===== config.mk =====
export PLATFORM = sky130hd
export DESIGN_NAME = tdc_hist_reader
export DESIGN_NICKNAME = d
export VERILOG_FILES = /design/src/rtl/tdc_hist_reader_pkg.sv /design/src/rtl/tdc_hist_ram.sv /design/src/rtl/tdc_hist_reader.sv
export SDC_FILE = /design/constraint.sdc
export NUM_CORES = 2
export LEC_CHECK = 0
export CORE_ASPECT_RATIO = 0.75
export CORE_MARGIN = 5
export CORE_UTILIZATION = 50
export CTS_BUF_LIST = sky130_fd_sc_hd__clkbuf_8
export DETAILED_ROUTE_END_ITERATION = 6
export PLACE_DENSITY = 0.68
export SLEW_MARGIN = 20
export SYNTH_ARGS = -nofsm -noshare
export SYNTH_HDL_FRONTEND = slang
export SYNTH_HIERARCHICAL = 1
export SYNTH_SLANG_ARGS = --single-unit

===== constraint.sdc =====
create_clock -name clk -period 8.2 [get_ports clk]
set_clock_uncertainty 0.15 [all_clocks]
set_input_delay 1.64 -clock clk [delete_from_list [all_inputs] [get_ports clk]]
set_output_delay 1.64 -clock clk [all_outputs]
set_load 0.005 [all_outputs]

===== src/rtl/tdc_hist_reader_pkg.sv =====
// Shared definitions for the TDC histogram reader: default sizes, FSM state
// encodings, TDC channel codes and event classification.
package tdc_hist_reader_pkg;

  localparam int CNT_W_DEF = 16;
  localparam int NBINS_DEF = 128;

  // FSM state encoding (plain 2-bit constants so the state is easy to probe)
  typedef logic [1:0] state_t;
  localparam state_t ST_IDLE  = 2'd0;
  localparam state_t ST_ACQ   = 2'd1;
  localparam state_t ST_CLEAR = 2'd2;
  localparam state_t ST_DUMP  = 2'd3;

  // TDC channel codes, {pulse1,pulse2}
  localparam logic [1:0] CODE_COINC_START = 2'b00;
  localparam logic [1:0] CODE_COINC_END   = 2'b11;
  localparam logic [1:0] CODE_P1          = 2'b10;
  localparam logic [1:0] CODE_P2          = 2'b01;

  typedef enum logic [1:0] {
    EV_COINC = 2'd0,
    EV_CROSS = 2'd1,
    EV_AUTO  = 2'd2
  } ev_kind_e;

  // Zero-delay coincidence, cross event (P1->P2 or P2->P1), or anything else
  function automatic ev_kind_e classify(input logic [1:0] start_code,
                                        input logic [1:0] end_code);
    if (start_code == CODE_COINC_START && end_code == CODE_COINC_END)
      return EV_COINC;
    else if ((start_code == CODE_P1 && end_code == CODE_P2) ||
             (start_code == CODE_P2 && end_code == CODE_P1))
      return EV_CROSS;
    else
      return EV_AUTO;
  endfunction

endpackage


===== src/rtl/tdc_hist_ram.sv =====
// Simple dual-port synchronous RAM, one write port and one read port,
// 1-cycle read latency. A read of the address being written in the same
// cycle returns the old contents. Contents are not reset.
module tdc_hist_ram #(
  parameter int DW = 16,
  parameter int AW = 7
) (
  input  logic          clk,
  input  logic          i_we,
  input  logic [AW-1:0] i_waddr,
  input  logic [DW-1:0] i_wdata,
  input  logic [AW-1:0] i_raddr,
  output logic [DW-1:0] o_rdata
);

  logic [DW-1:0] r_mem [0:(1<<AW)-1];
  logic [DW-1:0] r_q;

  // Write port and registered read port
  always_ff @(posedge clk) begin
    if (i_we) r_mem[i_waddr] <= i_wdata;
    r_q <= r_mem[i_raddr];
  end

  assign o_rdata = r_q;

endmodule


===== src/rtl/tdc_hist_reader.sv =====
// TDC histogram reader: synchronises the TDC event strobe, classifies each
// event, accumulates cross events into a RAM histogram through a 2-stage
// read-modify-write pipeline, keeps coincidence/auto/total counters, and
// supports bulk clear and a valid/ready readout stream.
//
// Readout handshake: a word transfers on a rising clk edge where
// m_valid & m_ready are both 1. Once m_valid is raised, m_data, m_last and
// m_valid hold until that transfer. m_valid is a register output and never
// depends combinationally on m_ready.
module tdc_hist_reader
  import tdc_hist_reader_pkg::*;
#(
  parameter int CNT_W = CNT_W_DEF,
  parameter int NBINS = NBINS_DEF
) (
  input  logic             clk,
  input  logic             rst,
  input  logic [1:0]       START_signal,
  input  logic [1:0]       END_signal,
  input  logic [6:0]       INTERVAL,
  input  logic             data_arrived,
  input  logic             acq_en,
  input  logic             clear_req,
  input  logic             dump_req,
  output logic             busy,
  output logic [CNT_W-1:0] m_data,
  output logic             m_valid,
  input  logic             m_ready,
  output logic             m_last,
  output logic [1:0]       o_dbg_state
);

  localparam int AW = $clog2(NBINS);
  localparam int IW = $clog2(NBINS + 3);
  localparam logic [AW-1:0] TOP_ADDR = AW'(NBINS - 1);
  localparam logic [IW-1:0] IDX_COINC = IW'(NBINS);
  localparam logic [IW-1:0] IDX_AUTO  = IW'(NBINS + 1);
  localparam logic [IW-1:0] IDX_LAST  = IW'(NBINS + 2);

  function automatic logic [CNT_W-1:0] sat_inc(input logic [CNT_W-1:0] v);
    return (&v) ? v : v + CNT_W'(1);
  endfunction

  state_t           r_state;
  logic             r_sync1, r_sync2, r_sync3;
  logic             w_event, w_accept;
  ev_kind_e         w_kind;
  logic [AW-1:0]    w_bin_addr;
  logic             r_s1_valid, r_s2_valid, r_fwd_valid;
  logic [AW-1:0]    r_s1_addr, r_s2_addr, r_fwd_addr;
  logic [CNT_W-1:0] r_fwd_data;
  logic [CNT_W-1:0] r_coinc, r_auto, r_total;
  logic [AW-1:0]    r_clr_addr;
  logic [IW-1:0]    r_idx;
  logic             r_rd_pend;
  logic [CNT_W-1:0] r_m_data;
  logic             r_m_valid, r_m_last;
  logic             w_pipe_busy, w_clr_we, w_dump_go;
  logic             w_ram_we;
  logic [AW-1:0]    w_ram_waddr, w_ram_raddr;
  logic [CNT_W-1:0] w_ram_wdata, w_ram_q, w_old, w_word;

  assign w_event     = r_sync2 & ~r_sync3;
  assign w_kind      = classify(START_signal, END_signal);
  assign w_bin_addr  = AW'(INTERVAL);
  assign w_accept    = w_event & acq_en & (r_state == ST_ACQ);
  assign w_pipe_busy = r_s1_valid | r_s2_valid;
  // CLEAR and DUMP only touch the RAM once the RMW pipeline has drained
  assign w_clr_we    = (r_state == ST_CLEAR) & ~w_pipe_busy;
  assign w_dump_go   = (r_state == ST_DUMP) & ~w_pipe_busy;

  // Last write is forwarded because a same-cycle read returns the old value
  assign w_old       = (r_fwd_valid && r_fwd_addr == r_s2_addr) ? r_fwd_data : w_ram_q;
  assign w_ram_we    = r_s2_valid | w_clr_we;
  assign w_ram_waddr = r_s2_valid ? r_s2_addr : r_clr_addr;
  assign w_ram_wdata = r_s2_valid ? sat_inc(w_old) : '0;
  assign w_ram_raddr = w_dump_go ? r_idx[AW-1:0] : r_s1_addr;

  assign busy        = (r_state == ST_CLEAR) || (r_state == ST_DUMP);
  assign m_data      = r_m_data;
  assign m_valid     = r_m_valid;
  assign m_last      = r_m_last;
  assign o_dbg_state = r_state;

  // Select the readout word: bins first, then the three counters
  always_comb begin
    w_word = r_total;
    if (r_idx < IDX_COINC)       w_word = w_ram_q;
    else if (r_idx == IDX_COINC) w_word = r_coinc;
    else if (r_idx == IDX_AUTO)  w_word = r_auto;
  end

  tdc_hist_ram #(.DW(CNT_W), .AW(AW)) u_ram (
    .clk     (clk),
    .i_we    (w_ram_we),
    .i_waddr (w_ram_waddr),
    .i_wdata (w_ram_wdata),
    .i_raddr (w_ram_raddr),
    .o_rdata (w_ram_q)
  );

  // Two-flop synchroniser plus a delay flop for rising-edge detection
  always_ff @(posedge clk) begin
    if (rst) begin
      r_sync1 <= 1'b0;
      r_sync2 <= 1'b0;
      r_sync3 <= 1'b0;
    end else begin
      r_sync1 <= data_arrived;
      r_sync2 <= r_sync1;
      r_sync3 <= r_sync2;
    end
  end

  // Bin RMW pipeline: stage 1 reads the bin, stage 2 writes the increment
  always_ff @(posedge clk) begin
    if (rst) begin
      r_s1_valid  <= 1'b0;
      r_s2_valid  <= 1'b0;
      r_fwd_valid <= 1'b0;
      r_s1_addr   <= '0;
      r_s2_addr   <= '0;
      r_fwd_addr  <= '0;
      r_fwd_data  <= '0;
    end else begin
      r_s1_valid  <= w_accept && (w_kind == EV_CROSS);
      r_s1_addr   <= w_bin_addr;
      r_s2_valid  <= r_s1_valid;
      r_s2_addr   <= r_s1_addr;
      r_fwd_valid <= r_s2_valid;
      r_fwd_addr  <= r_s2_addr;
      r_fwd_data  <= w_ram_wdata;
    end
  end

  // Saturating event counters, zeroed while CLEAR sweeps the RAM
  always_ff @(posedge clk) begin
    if (rst || w_clr_we) begin
      r_coinc <= '0;
      r_auto  <= '0;
      r_total <= '0;
    end else if (w_accept) begin
      r_total <= sat_inc(r_total);
      if (w_kind == EV_COINC)     r_coinc <= sat_inc(r_coinc);
      else if (w_kind == EV_AUTO) r_auto  <= sat_inc(r_auto);
    end
  end

  // Control FSM, clear address sweep and readout stream
  always_ff @(posedge clk) begin
    if (rst) begin
      r_state    <= ST_IDLE;
      r_clr_addr <= '0;
      r_idx      <= '0;
      r_rd_pend  <= 1'b0;
      r_m_data   <= '0;
      r_m_valid  <= 1'b0;
      r_m_last   <= 1'b0;
    end else begin
      case (r_state)
        ST_IDLE, ST_ACQ: begin
          if (clear_req) begin
            r_state    <= ST_CLEAR;
            r_clr_addr <= '0;
          end else if (dump_req) begin
            r_state   <= ST_DUMP;
            r_idx     <= '0;
            r_rd_pend <= 1'b0;
          end else if (r_state == ST_IDLE) begin
            if (acq_en) r_state <= ST_ACQ;
          end else if (!acq_en && !w_pipe_busy) begin
            r_state <= ST_IDLE;
          end
        end
        ST_CLEAR: begin
          if (w_clr_we) begin
            r_clr_addr <= r_clr_addr + AW'(1);
            if (r_clr_addr == TOP_ADDR) r_state <= ST_IDLE;
          end
        end
        ST_DUMP: begin
          if (w_dump_go) begin
            if (r_rd_pend) begin
              r_m_data  <= w_word;
              r_m_valid <= 1'b1;
              r_m_last  <= (r_idx == IDX_LAST);
              r_rd_pend <= 1'b0;
            end else if (r_m_valid) begin
              if (m_ready) begin
                r_m_valid <= 1'b0;
                r_m_last  <= 1'b0;
                if (r_m_last) r_state <= ST_IDLE;
                else          r_idx   <= r_idx + IW'(1);
              end
            end else begin
              r_rd_pend <= 1'b1;
            end
          end
        end
        default: r_state <= ST_IDLE;
      endcase
    end
  end

endmodule


==> metrics.log <==
[metrics] unrepaired setup endpoints after global routing: no
[metrics] maximum number of pins on one net before global-route repair: roughly 110
[metrics] predominant post-synthesis flop cell: sky130_fd_sc_hd__edfxtp_1
[metrics] Worst Path Class, Setup: reg2reg
[metrics] total of hold buffers inserted after clock tree synthesis: 0
[metrics] post-detailed-routing wire length: 206000 um
[metrics] core area: 170000 um^2
[metrics] highest-delay cell along the critical path: sky130_fd_sc_hd__nor2_4
[metrics] clock tree from TritonCTS: done
[metrics] layout cells sized above 1: a little under a third
[metrics] number of H-tree branching levels: 5
[metrics] root buffer selected by CTS: sky130_fd_sc_hd__clkbuf_8
[metrics] via count: 42000
[metrics] number of clock sinks: ~2200
[metrics] final-report max-slew violation count: 0
[metrics] final number of setup-violating endpoints: 0
[metrics] total of cells resized after clock tree synthesis: 0
[metrics] share of the clock period used by the worst path: 66.3%
[metrics] number of buffers created by CTS: between 300 and 400
[metrics] clock transition at the registers of the reported paths: approximately 70 ps
[metrics] maximum single-stage delay on the critical path: approximately 850 ps
[metrics] library cells used by synthesis: 66
[metrics] post-route setup TNS: 0 ps
[metrics] Max Fanout on Critical Path: 80
[metrics] starting utilization of the core area: approximately half
[metrics] power density of the placed cells: ~220 nW/um^2
[metrics] maximum clock frequency: approximately 180 MHz
[metrics] family with the most delay on the worst path: simple AND/OR/NAND/NOR gates
[metrics] antenna viol nets, final: 0
[metrics] kind of end point of the critical path: flip-flop
[metrics] non-filler instance count after layout: between 6000 and 7000
[metrics] clock latency on the worst-skew pair: roughly 1000 ps
[metrics] detailed placement HPWL: 117000 um
[metrics] highest-count cells in the layout ignoring fill and taps: sky130_fd_sc_hd__edfxtp_1, sky130_fd_sc_hd__mux4_2, sky130_fd_sc_hd__clkbuf_8
[metrics] die area: around 180000 um^2
[metrics] min-delay worst type: reg2reg
[metrics] slew at the pin with the worst max-slew slack: about 1200 ps
[metrics] I/O pin count: 39
[metrics] Synth Warn #: 6
[metrics] Congestion Overflow GR: 0
[metrics] count of flip-flops with a built-in enable after synthesis: a little over 2000
[metrics] final net count: between 4000 and 5000
[metrics] Post-Synthesis Mean Instance Area: roughly 22 um^2
[metrics] placed cell count: between 6000 and 7000
[metrics] leak pwr: 24.0 nW
[metrics] final weighted congestion in routability-driven placement: about 0.88
[metrics] maximum clock insertion buffer count: 4
[metrics] max-capacitance violation count: 0
[metrics] total track usage: a little under a quarter
[metrics] Port Buf Inserts: 38
[metrics] buffers inserted by post-CTS timing repair: 0
[metrics] area added between synthesis and finish: 11.7%
[metrics] drt drc: 10
[metrics] Worst Setup Start Kind: flip-flop
[metrics] worst path cell trace: xnor2_1 > nand4_1 > nor2_2 > buf_4 > mux2i_1 > inv_1 > ha_1 > nand4_1 > nor4_2 > a2111oi_0 > mux2i_1 > xnor2_1 > nor2_4 > buf_4
[metrics] count of TritonRoute iterations in the first routing pass: 7
[metrics] Rel. slew slack: 22.3%
[metrics] Final Hold Violating Endpoints: 0
[metrics] number of antenna violations at the first check in global routing: 12
[metrics] via count of the first global-routing pass: 41600
[metrics] cell area after technology mapping: ~85000 um^2
[metrics] time the final worst path needs with I/O delays and setup: 5430 ps
[metrics] std cell rows: between 100 and 150
[metrics] sum of buffers and inverters on the critical path: 3
[metrics] WL/cell: about 31 um
[metrics] required time at the worst-slack endpoint: between 8000 and 9000 ps
[metrics] most frequent standard cell in the layout excluding fill and tap cells: sky130_fd_sc_hd__edfxtp_1
[metrics] die span in x: about 490 um
[metrics] data arrival time at the worst-slack endpoint: roughly 6000 ps
[metrics] wire length of the first global-routing pass: 298000 um
[metrics] violated checks: DRC
[metrics] worst vdd ir: between 0.00015 and 0.0002 V
[metrics] DR iter-0 viols: between 5000 and 6000
[metrics] share of synthesized area occupied by flip-flops and latches: between 70% and 80%
[metrics] Filler cells: 12600
[metrics] syn nets: around 4000
[metrics] register bit total from synthesis: approximately 2200
[metrics] Die Height: ~370 um
[metrics] async set-reset flop share out of synthesis: 0%
[metrics] outcome: finished with violations
[metrics] vias per inst: 6.24
[metrics] synthesized instance count: about 4000
[metal layers]
metal / routed length (um) / global-route usage (%) / vias up
met5: 23 / 0 / -
met4: 4620 / 6.54 / 4
met3: 23900 / 6.01 / 335
met2: 92400 / 33.1 / 2389
met1: 85200 / 35.6 / 22300
li1: - / - / 17000
[sequential cells by signal, indices dropped and copies added, names as in the netlist, 8 cells and up]
signal	count
r_idx	8
r_total	16
r_fwd_data	16
m_data	16
r_coinc	16
u_ram/r_mem	2048
u_ram/o_rdata	16
r_auto	16
[worst paths after layout]
check	from	end	slack, ps	cells past startpoint
max	r_s2_addr[4]	u_ram/r_mem[108][5]	2770	14
min	r_sync1	r_sync2	300	1
max reg2reg	r_s2_addr[4]	u_ram/r_mem[108][5]	2770	14
min reg2reg	r_sync1	r_sync2	300	1
[synth_stat cells (all sizes together), types with 2 or more instances]
master / n / area share (%)
a211oi: 3 / 0.041
mux4: 672 / 18
nand3: 47 / 0.29
xor2: 36 / 0.37
xnor2: 26 / 0.27
nor3b: 4 / 0.035
nand2: 76 / 0.33
or3: 15 / 0.11
and4: 4 / 0.041
o22ai: 17 / 0.12
and4bb: 3 / 0.048
nor3: 29 / 0.18
and2: 11 / 0.081
or2: 6 / 0.044
o311ai: 3 / 0.040
a221oi: 2 / 0.021
nand4: 32 / 0.25
edfxtp: 2048 / 72
clkbuf: 100 / 0.44
nor4: 12 / 0.13
mux2i: 31 / 0.36
mux2: 32 / 0.43
ha: 9 / 0.13
nor2: 224 / 1.0
nand2b: 10 / 0.073
o211a: 3 / 0.035
nor4b: 2 / 0.021
and3: 19 / 0.14
a2111oi: 2 / 0.043
nor2b: 34 / 0.25
a21oi: 42 / 0.25
buf: 98 / 0.59
inv: 26 / 0.11
dfxtp: 143 / 3.4
a31oi: 3 / 0.022
o21bai: 2 / 0.022
o21ai: 54 / 0.32
[final cells by class]
cell class | instances | area, um^2 | area share, %
tap | 2261 | 2830 | 2.97
inverter | 27 | 101 | 0.106
sequential | 2191 | 64400 | 67.6
timing repair buffer | 213 | 1930 | 2.03
clock inverter | 213 | 977 | 1.03
antenna | 8 | 20.0 | 0.0210
multi-input combinational | 1475 | 20300 | 21.3
clock buffer | 346 | 4760 | 5.00
[report_power, final]
group          total (mW)  leakage, nW  internal [mW]  switching, mW
logic               0.564         4.99          0.231          0.333
clock network        8.02         3.30           4.01           4.02
registers            12.1         15.7           12.1         0.0263
total                20.7         24.0           16.3           4.38
[through the flow]
stage          total power [mW]  instance area [um^2]  utilization [%]  worst slack, ps  hold WS (ps)
2_1_floorplan              12.7                 85300                -            0.155           264
3_3_place_gp               12.9                 89400             52.6             3030           272
3_5_place_dp               12.9                 89400             52.7             2950           280
4_1_cts                    20.9                 95200             56.0             2900           292
5_1_grt                    21.4                 95200             56.1             2400           301
6_report                   20.7                 95200             56.1             2770           295
[cell families (layout without fill, tap and decap cells)]
kind of cell / Yosys count / in the layout / synth area share (%)
muxes: 735 / 735 / 18.5
AOI/OAI and AO/OA: 136 / 136 / 0.986
other: 0 / 8 / 0
buffers and inverters: 225 / 799 / 1.14
DFF: 2191 / 2191 / 75.5
and+or+nand+nor: 533 / 533 / 3.10
adders and majority gates: 9 / 9 / 0.132
xor gates and xnor gates: 62 / 62 / 0.637
(Power assumes the default switching activity.)
